--- src/rtl/pe_input_fifo.sv ---
// PE input FIFO: show-ahead queue with count, almost-full and sticky overflow.
// Pointers carry one wrap bit above the index so full and empty stay distinct.
module pe_input_fifo #(
  parameter int DATA_WIDTH = 16,
  parameter int DEPTH      = 8,
  parameter int AF_LEVEL   = DEPTH - 2
) (
  input  logic                       clk,
  input  logic                       reset,
  input  logic                       in_valid,
  input  logic [DATA_WIDTH-1:0]      in_data,
  output logic                       in_ready,
  output logic                       out_valid,
  output logic [DATA_WIDTH-1:0]      out_data,
  input  logic                       out_ready,
  output logic [$clog2(DEPTH):0]     count,
  output logic                       almost_full,
  output logic                       overflow,
  input  logic                       clear
);

  localparam int AW = $clog2(DEPTH);
  localparam int PW = AW + 1;
  localparam logic [PW-1:0] AF = PW'(AF_LEVEL);

  logic [DATA_WIDTH-1:0] mem [DEPTH];
  logic [PW-1:0]         wr_ptr;
  logic [PW-1:0]         rd_ptr;
  logic                  full;
  logic                  empty;
  logic                  push;
  logic                  pop;

  assign empty = (wr_ptr == rd_ptr);
  assign full  = (wr_ptr[AW-1:0] == rd_ptr[AW-1:0])
              && (wr_ptr[AW] != rd_ptr[AW]);

  assign in_ready    = !full;
  assign out_valid   = !empty;
  assign out_data    = mem[rd_ptr[AW-1:0]];
  assign count       = wr_ptr - rd_ptr;
  assign almost_full = (count >= AF);

  assign push = in_valid && !full && !clear;
  assign pop  = out_ready && !empty && !clear;

  always_ff @(posedge clk or negedge reset) begin
    if (!reset) begin
      wr_ptr   <= '0;
      rd_ptr   <= '0;
      overflow <= 1'b0;
    end else if (clear) begin
      wr_ptr   <= '0;
      rd_ptr   <= '0;
      overflow <= 1'b0;
    end else begin
      if (push)
        wr_ptr <= wr_ptr + PW'(1);
      if (pop)
        rd_ptr <= rd_ptr + PW'(1);
      if (in_valid && full)
        overflow <= 1'b1;
    end
  end

  // Storage is deliberately left unreset; only pushes touch it.
  always_ff @(posedge clk) begin
    if (push)
      mem[wr_ptr[AW-1:0]] <= in_data;
  end

endmodule

--- config.mk ---
export PLATFORM = sky130hd
export DESIGN_NAME = pe_input_fifo
export DESIGN_NICKNAME = d
export VERILOG_FILES = /design/src/rtl/pe_input_fifo.sv
export SDC_FILE = /design/constraint.sdc
export NUM_CORES = 1
export LEC_CHECK = 0
export ABC_CLOCK_PERIOD_IN_PS = 8500
export CAP_MARGIN = 20
export CORE_MARGIN = 3
export CORE_UTILIZATION = 40
export CTS_CLUSTER_DIAMETER = 150
export DETAILED_ROUTE_END_ITERATION = 7
export SLEW_MARGIN = 20
export SYNTH_ARGS = -nofsm -noshare
export SYNTH_HDL_FRONTEND = slang
export SYNTH_SLANG_ARGS = --single-unit
--- constraint.sdc ---
create_clock -name clk -period 8.5 [get_ports clk]
set_input_delay 1.7 -clock clk [delete_from_list [all_inputs] [get_ports clk]]
set_output_delay 1.7 -clock clk [all_outputs]
set_load 0.01 [all_outputs]
### After elaboration in Yosys (flattened, before gate mapping)

Memory sizes are Yosys's and may differ from the RTL's.
Index checks and enable logic that the tools add are counted.
Widths: inputs -> output; s select.

| storage, ports and cells | value |
|---|---|
| flip-flop bits (word level) | 9 |
| memory bits (writable) | 128 |
| bits of input ports | 21 |
| logic and storage cells | 31 |
| memories | 1 |

Memories:

| memory | words | bits a word | rd ports | clocked after memory_dff | wr ports | RTL line | RTL |
|---|---|---|---|---|---|---|---|
| mem | 8 | 16 | 1 | 0 | 1 | 26 | `logic [DATA_WIDTH-1:0] mem [DEPTH];` |

| operators by class | value |
|---|---|
| $add $sub $neg | 3 |
| order comparisons | 1 |
| equal/unequal tests | 3 |
| muxes and demuxes | 8 |
| reduce and logical (&&, ||, !) cells | 12 |

Operators by type and width:

| operator | number |
|---|---|
| $mux 4 | 4 |
| $add 4x1->4 const B | 2 |
| $logic_and 1x1->1 | 6 |
| $reduce_bool 2->1 | 3 |
| $eq 4x4->1 | 1 |
| $ge 4x3->1 const B | 1 |
| $mux 1 | 4 |
| $sub 4x4->4 | 1 |
| $eq 3x3->1 | 1 |
| $logic_not 1->1 | 3 |
| $ne 1x1->1 | 1 |

### Longest topological paths before layout

Gate-level depths: netlist of the first run.

| logic depth | value |
|---|---|
| depth in word-level cells | 7 |
| mapped depth | 8 |

### Least setup slack after synthesis of the first run

OpenSTA, ideal clock, no wires.

| timing | value |
|---|---|
| path type | input port to flip-flop |
| start | in clear |
| end | mem mem[0][0], enable pin |
| setup time | 430 ps |
| arrival time | 3606 ps |
| data required time | 8070 ps |
| slack | 4464 ps |
| stages on the path | 2 |
| path buffers | 0 |
| path through | or2_2 nor4_1 |

| on the way | value |
|---|---|
| longest elaborated chain between the ends | 4 |

Ends and longest elaborated chain:

| element | RTL line | RTL |
|---|---|---|
| start: declaration | 19 | `input logic clear` |
| $logic_not 1->1 | 44 | `assign push = in_valid && !full && !clear;` |
| $logic_and 1x1->1 | 44 |  |
| $mux 1 | 68 | `if (push)` |
| $mux 1 (implied by the code) | 69 | `mem[wr_ptr[AW-1:0]] <= in_data;` |
| end: declaration | 26 |  |

Every way passes these cells.

### Final worst setup path of the first run

| timing | value |
|---|---|
| start | reg rd_ptr[2] |
| end | out out_valid |

| on the way | value |
|---|---|
| longest elaborated chain between the ends | 2 |

Ends and longest elaborated chain:

| element | RTL line | RTL |
|---|---|---|
| start: declaration | 28 | `logic [PW-1:0] rd_ptr;` |
| start signal: assignment | 60 | `rd_ptr <= rd_ptr + PW'(1);` |
| $eq 4x4->1 | 34 | `assign empty = (wr_ptr == rd_ptr);` |
| $logic_not 1->1 | 39 | `assign out_valid = !empty;` |
| end: declaration | 13 | `output logic out_valid,` |

Every way passes these cells.

==> flow_summary.yaml, run 1 <==
sta:
  skew_ns: 0.00600
  setup_viol: 0
  rsz0062_at_grt: "no"
  finalHoldViolCount: 0
  layout_min_cycle_time_ns: 4.70
  slew_headroom_pct: 50.5
  tns_ns: 0
  slew_viol_final: 0
  period_share_pct: 55.3
  worstMarginPinSlew_ns: 0.738
  fmax_ghz: 0.213
power:
  powerDensity_nw_per_um2: 245
  power_uw: 1670
  p_leak_uw: 0.00227
  peakVddDrop_mv: 0.170
placed_design:
  io_buffers: 44
  dpl.hpwl_um: 5890
  place_area_sq_um: 6260
  gp_congestion: 0.756
outcome:
  outcome: "finished clean"
floorplan:
  die-area_sq_um: 15300
  die_y_um: 124
  rows: 42
  num_io_pins: 45
  die_w_um: 124
  core-area_sq_um: 13400
  start_util_pct: 41.4
clock_network:
  clockBufferDepth: 2
  cts_tree: "built"
  htree_num_levels: 4
  cts_sinks: 137
  cts_setup_buffers: 0
  root_buffer: "clkbuf_16"
  numCtsBuffers: 17
  cts.clk_slew.worst_paths_ns: 0.06
  clock_latency_ns: 0.41
  ctsResizeCount: 0
  hold_buffers: 0
logic_synthesis:
  synth_cells: 303
  synth_area_sq_um: 5550
  avgSynthCellArea_sq_um: 18.3
  synthAdderAreaFrac_pct: 1.49
  yosysUniqueCellTypes: 36
  synth-simple-area-share_pct: 6.35
  yosys.area_share.xor_xnor_pct: 0.744
  ys_ff_latch: 137
  synth_top_family_by_area: "multiplexers"
  ys_seq_area_share_pct: 73.3
  synth-compound-area-share_pct: 1.89
  syn-num-nets: 330
  yosysWarnings: 0
  synth.area.mux_share_pct: 14.3
global_route:
  gr-total-overflow: 0
  grt_pass1_vias: 2877
  grt_max_degree: 38
  grt_pass1_wl_um: 16600
  antenna_found_initial: 0
  track_usage_pct: 15.3
routing:
  drt_iter0_drc: 234
  drc_errors: 0
  dr.pass1.iters: 4
  wl_per_cell_um: 19.4
  avgViaCountPerCell: 5.14
  vias: 2845
  drt.antenna.violating_nets: 0
  wl_um: 10800
critical_path:
  critPathRequiredTime_ns: 6.80
  ff2ff_path_depth: 6
  critPathLaunchType: "register"
  path_class: "register to output port"
  end_kind: "output port"
  critPathMaxFanout: 18
  worstPathArrival_ns: 3.00
finish:
  fillers: 1126
  final_layout_size_suffix_gt1_share_pct: 23.9
  area_growth_syn_to_layout_pct: 22.8
  nNetsFinal: 391
  multi_input_area_sq_um: 1420
  diodes: 0
  postLayoutCellArea_sq_um: 6820
  final_cell_mix: "128 x edfxtp_1, 57 x nand2_1, 44 x clkdlybuf4s50_1, 32 x mux4_2, 17 x clkbuf_16"
  final_common_cell: "edfxtp_1"
  seq_area_sq_um: 4070
flow_run:
  drv_cap: 0
worst_hold_path:
  hp-class: "register to register"
  whs_path_depth: 2
cell type report:
| type | count | share of cell area [%] |
|---|---|---|
| clock buffers | 19 | 6.35 |
| clock inverters | 13 | 1.91 |
| inverters | 7 | 0.385 |
| multi-input cells | 146 | 20.8 |
| flip-flops and latches | 137 | 59.7 |
| well taps | 176 | 3.23 |
| repair buffers | 55 | 7.67 |
cell usage after synthesis, drive strengths merged:
master | count | area (sq um)
a21boi | 2 | 18.8
nand3 | 1 | 5.00
xor2 | 1 | 16.3
dfrtp | 9 | 225
nor2b | 3 | 18.8
nor2 | 9 | 33.8
nor3 | 6 | 30.0
a21oi | 6 | 33.8
and3 | 2 | 12.5
mux2 | 5 | 63.8
xnor2 | 2 | 25.0
nor4 | 2 | 12.5
clkbuf | 4 | 15.0
buf | 9 | 66.3
fa | 1 | 20.0
nand2 | 57 | 214
mux4 | 32 | 721
or2 | 1 | 6.26
inv | 6 | 22.5
nand4 | 2 | 12.5
ha | 5 | 62.6
nand3b | 1 | 7.51
a31oi | 1 | 6.26
edfxtp | 128 | 3840
mux2i | 1 | 10.0
clkinv | 1 | 3.75
o2111ai | 2 | 17.5
o31ai | 2 | 15.0
o21ai | 2 | 13.8
critical path: stages (launching register included):
cell and delay [ns]:
dfrtp_1 0.35, clkinv_1 0.59, ha_1 0.65, and3_1 0.42, nand2_1 0.10, clkdlybuf4s50_1 0.49
sequential cells by signal (all words and copies together), names as in the netlist:
register	count
overflow	1
wr_ptr	4
mem	128
rd_ptr	4
logic make-up (layout without fill, tap and decap cells):
logic type | Yosys count | after routing
multiplexers | 38 | 38
AO/OA/AOI/OAI | 15 | 15
flip-flops | 137 | 137
XOR/XNOR | 3 | 3
adder cells (fa/ha/maj) | 6 | 6
AND/OR/NAND/NOR | 84 | 84
buffers and inverters | 20 | 94
metrics by stage:
stage	cells	util [%]	hold slack [ns]	setup WS (ns)
4_1_cts	553	50.9	0.499	3.77
5_1_grt	553	50.9	0.544	3.55
2_1_floorplan	303	-	0.529	4.46
3_3_place_gp	521	46.7	0.474	4.21
6_report	553	50.9	0.499	3.80
3_5_place_dp	521	46.7	0.486	4.23
final timing paths:
path	startpoint	to	slack (ns)
min	overflow$_DFFE_PN0P_	overflow$_DFFE_PN0P_	0.50
max	rd_ptr[2]$_DFFE_PN0P_	out_valid	3.80
max in group asynchronous	reset	rd_ptr[0]$_DFFE_PN0P_	6.56
min in group asynchronous	reset	rd_ptr[1]$_DFFE_PN0P_	1.60
max reg2reg	rd_ptr[2]$_DFFE_PN0P_	mem[3][14]$_DFFE_PP_	5.62
min reg2reg	overflow$_DFFE_PN0P_	overflow$_DFFE_PN0P_	0.50
layer usage:
layer / part of all wire [%] / global-route usage [%] / wire length, um
met4: 0.67 / 4.36 / 72
met3: 4.2 / 5.36 / 455
met5: 0 / 0 / 0
met2: 49 / 23.8 / 5310
met1: 46 / 20.7 / 4910
where the power goes:
group          switching (uW)  internal (uW)
registers                4.31            749
clock network             267            427
logic                     107            119
(Power assumes the default switching activity.)
==> run 2: changes to the inputs <==
Settings changed: ABC_CLOCK_PERIOD_IN_PS 8500 to 3900.
Clock period 8.5 ns to 3.9 ns, I/O delays scaled along.
==> flow_summary.yaml, run 2 (synthesis results as in run 1) <==
clock_network:
  root_buffer: "clkbuf_16"
  htree_num_levels: 4
  cts_setup_buffers: 0
  cts.clk_slew.worst_paths_ns: 0.06
  hold_buffers: 0
  cts_sinks: 137
  ctsResizeCount: 0
  cts_tree: "built"
  clockBufferDepth: 2
  clock_latency_ns: 0.41
  numCtsBuffers: 17
routing:
  drt_iter0_drc: 220
  avgViaCountPerCell: 5.20
  vias: 2880
  wl_um: 10800
  drc_errors: 0
  dr.pass1.iters: 4
  drt.antenna.violating_nets: 0
  wl_per_cell_um: 19.5
finish:
  seq_area_sq_um: 4070
  diodes: 0
  nNetsFinal: 392
  final_cell_mix: "128 x edfxtp_1, 57 x nand2_1, 44 x clkdlybuf4s50_1, 32 x mux4_2, 17 x clkbuf_16"
  final_layout_size_suffix_gt1_share_pct: 24.9
  final_common_cell: "edfxtp_1"
  multi_input_area_sq_um: 1420
  area_growth_syn_to_layout_pct: 23.7
  fillers: 1113
  instances_no_fill: 554
  largest_reg_flops: 128
power:
  intPower_uw: 2860
  p_clk_share_pct: 42.6
  power_frac_seq_pct: 44.2
  comb_power_share_pct: 13.2
  p_leak_uw: 0.00232
  p_sw_uw: 876
  swShare_pct: 23.5
  peakVddDrop_mv: 0.405
  powerDensity_nw_per_um2: 543
floorplan:
  num_io_pins: 45
  die_w_um: 124
  die_y_um: 124
  core-area_sq_um: 13400
  die-area_sq_um: 15300
  start_util_pct: 41.4
  rows: 42
critical_path:
  path_cells: "inv_1, ha_1, fa_1, xnor2_1, nand2_1, o21ai_0, clkdlybuf4s50_1"
  worstPathArrival_ns: 2.57
  end_kind: "output port"
  critPathMaxFanout: 8
  critPathRequiredTime_ns: 3.12
  critPathLaunchType: "register"
  slowest_delay_ns: 0.56
  path_class: "register to output port"
  crit_path_top_delay_cell: "clkdlybuf4s50_1"
sta:
  period_share_pct: 85.8
  setup_viol: 0
  layout_min_cycle_time_ns: 3.35
  tns_ns: 0
  slew_viol_final: 0
  rsz0062_at_grt: "no"
  skew_ns: 0.00854
  finalHoldViolCount: 0
  fmax_ghz: 0.299
  slew_headroom_pct: 63.9
  worstMarginPinSlew_ns: 0.541
  timing.final.ws_setup_ns: 0.553
worst_hold_path:
  hp-class: "register to register"
placed_design:
  dpl.hpwl_um: 5920
  gp_congestion: 0.815
  dp_slack_ns: 0.992
  placedCellCount: 522
  io_buffers: 44
flow_run:
  drv_cap: 0
global_route:
  gr-total-overflow: 0
  grt_pass1_wl_um: 17000
  grt_max_degree: 35
  grt_pass1_vias: 3007
  antenna_found_initial: 0
  track_usage_pct: 15.6
outcome:
  outcome: "finished clean"
-- run 2: cell count changes in the layout (fill, tap and decap cells not counted), sizes merged --
cell / previous run / this run
buf: 11 / 12
clkbuf: 19 / 17
clkinv: 6 / 7
clkinvlp: 6 / 0
inv: 6 / 13
-- run 2: per-layer routing --
layer  vias to the layer above  global-route usage, %  wire (um)
li1                       1307                      -          -
met1                      1505                   20.9       4720
met2                        58                   24.6       5410
met3                        10                   4.95        566
met4                         0                   4.78        104
met5                         -                      0          0
-- run 2: cell type report --
| cell class | instances | share of cell area [%] |
|---|---|---|
| Tap cell | 176 | 3.21 |
| Clock buffer | 17 | 6.19 |
| Inverter | 7 | 0.383 |
| Clock inverter | 15 | 2.40 |
| Timing Repair Buffer | 56 | 7.91 |
| Multi-Input combinational cell | 146 | 20.7 |
| Sequential cell | 137 | 59.3 |
-- run 2: stage by stage --
stage                     hold WS (ns)  power [uW]  util [%]  instance area (sq um)
after floorplan                  0.484        1980         -                   5550
after global placement           0.480        2180      46.9                   6280
after detailed placement         0.493        2180      46.9                   6280
after CTS                        0.507        3780      51.3                   6870
after global routing             0.585        3890      51.3                   6870
final                            0.500        3730      51.3                   6870
-- run 2: power by group through the flow --
stage	registers [uW]	clock network (uW)	logic, uW
after floorplan	1670	0	311
after CTS	1650	1630	504
after global placement	1680	0	499
final	1650	1590	491
after detailed placement	1680	0	502
after global routing	1650	1700	538
-- run 2: final timing paths --
path | start | endpoint | slack (ns) | depth (start not counted)
worst max-delay path | wr_ptr[0]$_DFFE_PN0P_ | almost_full | 0.55 | 7
worst min-delay path | overflow$_DFFE_PN0P_ | overflow$_DFFE_PN0P_ | 0.50 | 2
worst max register to register | rd_ptr[2]$_DFFE_PN0P_ | mem[0][7]$_DFFE_PP_ | 1.60 | 7
worst min register to register | overflow$_DFFE_PN0P_ | overflow$_DFFE_PN0P_ | 0.50 | 2
max in group asynchronous | reset | rd_ptr[0]$_DFFE_PN0P_ | 2.87 | 1
min in group asynchronous | reset | rd_ptr[3]$_DFFE_PN0P_ | 0.69 | 1
-- run 2: critical path, delay by kind of cell (launching register included) --
| kind | cells | cell delay, ns |
|---|---|---|
| adder cells (fa/ha/maj) | 2 | 0.61 |
| AND/OR/NAND/NOR | 1 | 0.08 |
| AO/OA/AOI/OAI | 1 | 0.08 |
| flip-flops | 1 | 0.49 |
| XOR/XNOR | 1 | 0.22 |
| buffers and inverters | 2 | 0.68 |
